`src/rtl/uvw_seq_ctrl.sv`:
```
// ============================================================================
// Module   : uvw_seq_ctrl
// Purpose  : u/v/w counter sequencer; one shared adder, three slots per epoch
// Revision : 1.0 - initial release
// ============================================================================
`default_nettype none

module uvw_seq_ctrl #(
  parameter int WIDTH = 3,
  parameter int EPW   = 4
) (
  input  logic             clk,
  input  logic             rst,
  input  logic             start,
  input  logic             load_en,
  input  logic [WIDTH-1:0] load_u,
  input  logic [WIDTH-1:0] load_v,
  input  logic [WIDTH-1:0] load_w,
  output logic [WIDTH-1:0] u,
  output logic [WIDTH-1:0] v,
  output logic [WIDTH-1:0] w,
  output logic             busy,
  output logic             done,
  output logic [1:0]       phase,
  output logic [EPW-1:0]   epochs,
  output logic             prop_ok
);

  localparam logic [WIDTH-1:0] C_ONE = WIDTH'(1);

  typedef enum logic [1:0] {
    IDLE = 2'd0,
    S_U  = 2'd1,
    S_V  = 2'd2,
    S_W  = 2'd3
  } state_t;

  state_t           state_q;
  logic [WIDTH-1:0] u_q;
  logic [WIDTH-1:0] v_q;
  logic [WIDTH-1:0] w_q;
  logic             done_q;
  logic [EPW-1:0]   epochs_q;

  logic [WIDTH-1:0] op_a;
  logic [WIDTH-1:0] op_b;
  logic [WIDTH-1:0] add_sum;

  // In IDLE the adder is free, so it also forms u+v for the safety flag.
  always_comb begin
    op_a = u_q;
    op_b = v_q;
    case (state_q)
      S_U: begin
        if (!((u_q < v_q) || (v_q < w_q))) begin
          op_a = v_q;
          op_b = C_ONE;
        end
      end
      S_V: begin
        op_a = v_q;
        op_b = C_ONE;
      end
      S_W: begin
        op_a = w_q;
        op_b = C_ONE;
      end
      default: begin
        op_a = u_q;
        op_b = v_q;
      end
    endcase
  end

  assign add_sum = op_a + op_b;

  always_ff @(posedge clk) begin
    if (rst) begin
      state_q  <= IDLE;
      u_q      <= C_ONE;
      v_q      <= C_ONE;
      w_q      <= C_ONE;
      done_q   <= 1'b0;
      epochs_q <= '0;
    end else begin
      done_q <= 1'b0;
      case (state_q)
        IDLE: begin
          if (load_en) begin
            u_q <= load_u;
            v_q <= load_v;
            w_q <= load_w;
          end else if (start) begin
            state_q <= S_U;
          end
        end
        S_U: begin
          u_q     <= add_sum;
          state_q <= S_V;
        end
        S_V: begin
          v_q     <= add_sum;
          state_q <= S_W;
        end
        S_W: begin
          w_q     <= add_sum;
          state_q <= IDLE;
          done_q  <= 1'b1;
          if (epochs_q != '1) begin
            epochs_q <= epochs_q + EPW'(1);
          end
        end
        default: state_q <= IDLE;
      endcase
    end
  end

  assign u       = u_q;
  assign v       = v_q;
  assign w       = w_q;
  assign done    = done_q;
  assign epochs  = epochs_q;
  assign phase   = state_q;
  assign busy    = (state_q != IDLE);
  assign prop_ok = (state_q != IDLE) || (add_sum != C_ONE);

endmodule

`default_nettype wire

```
`config.mk`:
```
export PLATFORM = sky130hd
export DESIGN_NAME = uvw_seq_ctrl
export DESIGN_NICKNAME = d
export VERILOG_FILES = /design/src/rtl/uvw_seq_ctrl.sv
export SDC_FILE = /design/constraint.sdc
export NUM_CORES = 1
export LEC_CHECK = 0
export CAP_MARGIN = 20
export CORE_UTILIZATION = 31
export DETAILED_ROUTE_END_ITERATION = 16
export HOLD_SLACK_MARGIN = 0.05
export PLACE_DENSITY_LB_ADDON = 0.05
export SLEW_MARGIN = 20
export SYNTH_ARGS = -nofsm -noshare
export SYNTH_HDL_FRONTEND = slang
export SYNTH_SLANG_ARGS = --single-unit
```
`constraint.sdc`:
```
create_clock -name clk -period 3.9 [get_ports clk]
set_input_delay 0.585 -clock clk [delete_from_list [all_inputs] [get_ports clk]]
set_output_delay 0.585 -clock clk [all_outputs]
set_load 0.05 [all_outputs]
```
==> impl_metrics.env <==
export IMPL_status="complete, but fails checks"
export IMPL_violations="negative setup slack"
export IMPL_synth_area_per_cell_um2=8.05
export IMPL_synth_edff_count=0
export IMPL_dp_hpwl_um=2540
export IMPL_cp_end_kind="output port"
export IMPL_cp_required_ns=3.31
export IMPL_grt_pass1_wl_um=5550
export IMPL_cts_tree="built"
export IMPL_synth_top_cell_by_area="dfxtp_1"
export IMPL_fin_nets=212
export IMPL_viasPerCell=5.16
export IMPL_drive_gt1_share_pct=26.7
export IMPL_gr_total_overflow=0
export IMPL_cts_root_buf="clkbuf_8"
export IMPL_ys_warn_count=0
export IMPL_peakVddDrop_uv=383
export IMPL_yosys_register_bits=16
export IMPL_p_seq_share_pct=14.8
export IMPL_drt_pass1_iterations=5
export IMPL_max_freq_mhz=246
export IMPL_synthXorXnorAreaFrac_pct=2.28
export IMPL_synthMuxAreaShare_pct=6.09
export IMPL_syn_inst=143
export IMPL_synthSimpleGateAreaFrac_pct=22.1
export IMPL_io_buffers=30
export IMPL_gp_congestion=0.817
export IMPL_track_usage_pct=17.8
export IMPL_synthAdderAreaFrac_pct=12.6
export IMPL_synthTopCellsByCount="nor2_1 (17), dfxtp_1 (16), inv_1 (11), nand2_1 (11), ha_1 (10)"
export IMPL_maxSlewHeadroom_pct=57.0
export IMPL_async_reset_ff_share_pct=0
export IMPL_min_path_type="register to register"
export IMPL_critical_path_class="register to output port"
export IMPL_syn_nets=167
export IMPL_dpl_cell_area_um2=1650
export IMPL_row_count=21
export IMPL_ys_seq_area_share_pct=27.8
export IMPL_power_leakage_nw=0.700
export IMPL_fin_skew_ns=0.00599
export IMPL_drv_slew=0
export IMPL_dieHeight_um=62.9
export IMPL_synth_area_top_cells="dfxtp_1 (28%), ha_1 (11%), mux2i_1 (6.1%), nor2_1 (5.5%), a21oi_1 (3.9%)"
export IMPL_final_core_util_pct=51.3
export IMPL_wl_per_cell_um=14.8
export IMPL_worstPathArrival_ns=3.47
export IMPL_routed_wl_um=3450
export IMPL_yosysMostFrequentCell="nor2_1"
export IMPL_antenna_cells=0
export IMPL_synth_top_cell_area_share_pct=27.8
export IMPL_grt_max_degree=19
export IMPL_grt_pass1_vias=1159
export IMPL_area_growth_pct=53.3
export IMPL_p_int_mw=0.928
export IMPL_syn_area_um2=1150
export IMPL_dieArea_um2=3960
export IMPL_core_area_um2=3440
export IMPL_grt_setup_unrepaired="yes"
export IMPL_maxCapViolations=0
export IMPL_timing_final_crit_share_pct=104
export IMPL_ys_types=38
export IMPL_synth_main_ff_cell="dfxtp_1"
export IMPL_cts_buffers=3
export IMPL_post_place_ws_ns=-0.0176
export IMPL_num_vias=1202
export IMPL_finalWorstSetupSlack_ns=-0.158
export IMPL_cts_sinks=16
export IMPL_start_kind="register"
export IMPL_cts_max_path_buffers=2
export IMPL_clkPwrFrac_pct=7.0
export IMPL_fillers=343
export IMPL_synth_compound_area_share_pct=23.8
export IMPL_finalHoldViolations=0
export IMPL_antenna_found_initial=0
export IMPL_powerDensity_nw_per_um2=1050
export IMPL_start_util_pct=33.4
export IMPL_setup_violations=1
export IMPL_h_tree_depth=1
export IMPL_dieWidth_um=62.9
export IMPL_ant_nets=0
export IMPL_path_clk_slew_ns=0.06
export IMPL_drc=0
export IMPL_p_comb_share_pct=78.2
export IMPL_worst_pin_slew_ns=0.644
export IMPL_switching_share_pct=50.1
export IMPL_p_switching_mw=0.930
export IMPL_io_pins=31
export IMPL_path_max_fanout=5
export IMPL_synth_top_family_by_area="compound AO/OA/AOI/OAI gates"
export IMPL_insertion_delay_ns=0.25
export IMPL_design_area_um2=1760
export IMPL_dr_first_iter_drc_count=59
export IMPL_finalCriticalPeriod_ns=4.06
==> final cells by class <==
type	instances	area, um2	area share, %
Clock inverter	1	3.75	0.213
Tap cell	46	57.6	3.26
Inverter	11	50.0	2.84
Clock buffer	3	41.3	2.34
Timing Repair Buffer	45	423	24.0
Multi-Input combinational cell	111	846	47.9
Sequential cell	16	343	19.4
==> power groups by stage <==
stage,sequential [mW],combinational [mW],clock [mW]
floorplan,0.414,0.718,0
global placement,0.280,1.31,0
detailed placement,0.280,1.33,0
CTS,0.275,1.41,0.135
global route,0.283,1.55,0.140
finish,0.275,1.45,0.129
==> path summary, 6_finish.rpt <==
| check | depth (start not counted) | to | slack [ns] | start |
|---|---|---|---|---|
| max | 16 | prop_ok | -0.16 | v[2] |
| min | 2 | epochs[1] | 0.50 | epochs[1] |
| max reg2reg | 16 | v[2] | 0.50 | v[2] |
| min reg2reg | 2 | epochs[1] | 0.50 | epochs[1] |
==> per-stage QoR <==
stage | std cells | TNS, ns | total power [mW] | hold WS [ns]
finish | 233 | -0.158 | 1.86 | 0.504
global route | 233 | -0.276 | 1.97 | 0.533
CTS | 233 | -0.135 | 1.82 | 0.504
detailed placement | 225 | -0.0176 | 1.61 | 0.494
global placement | 225 | 0 | 1.59 | 0.478
floorplan | 143 | -0.0364 | 1.13 | 0.590
==> sequential cells by signal, summed over array words and instances (netlist names) <==
name and flops:
v 3, epochs 4, u 3, w 3, phase 2, done 1
==> metal layers <==
metal  track usage, %  routed length (um)  vias up
li1                 -                   -      592
met1             22.8                1560      545
met2             30.2                1660       55
met3             3.47                 178       10
met4             4.65                  46        0
met5                0                   0        -
==> cell usage in the layout, fill, tap and decap left out, drive strengths merged <==
master,netlist,layout
clkdlybuf4s50,0,29
nor2,17,17
buf,1,16
dfxtp,16,16
nand2,11,11
inv,11,10
ha,10,10
a21oi,10,10
o21ai,9,9
mux2i,7,7
nor2b,5,5
o31ai,4,4
nand3,4,4
a211oi,4,4
nand2b,4,4
o21bai,3,3
clkbuf,4,3
a22oi,2,2
xor2,2,2
a21o,2,2
nand3b,2,2
and3,2,2
and2,2,2
clkinvlp,0,1
o221ai,1,1
a2111oi,1,1
nor3,1,1
a211o,1,1
a311oi,1,1
a21boi,1,1
and3b,1,1
xnor2,1,1
nor3b,1,1
a22o,1,1
fa,1,1
clkinv,0,1
==> worst max-delay path, cell delays in order, from the launching register on <==
cell      delay (ns)
dfxtp_4         0.39
inv_6           0.05
ha_4            0.26
nand2_2         0.04
o21ai_2         0.14
and2_4          0.18
o21ai_2         0.06
a22o_1          0.21
a21o_1          0.16
ha_2            0.18
fa_2            0.38
nor2b_4         0.14
a211o_1         0.24
a311oi_2        0.21
and3b_2         0.27
o21ai_4         0.15
buf_12          0.15
==> logic make-up (layout without fill, tap and decap cells) <==
group           after synthesis  count (layout)
compound gates               40              40
xor+xnor                      3               3
fa+ha+maj                    11              11
buf+inv                      16              60
flops                        16              16
mux                           7               7
simple gates                 50              50
==> what timing repair did <==
action / 4_1_cts / 5_1_grt
resized for setup: 5 / 4
endpoints found under the setup margin: 1 / 1
pin swaps: 5 / 0
hold buffers: 0 / 0
gates cloned: 0 / 0
buffers inserted: 4 / 0
Power figures use the tool's default switching activity.
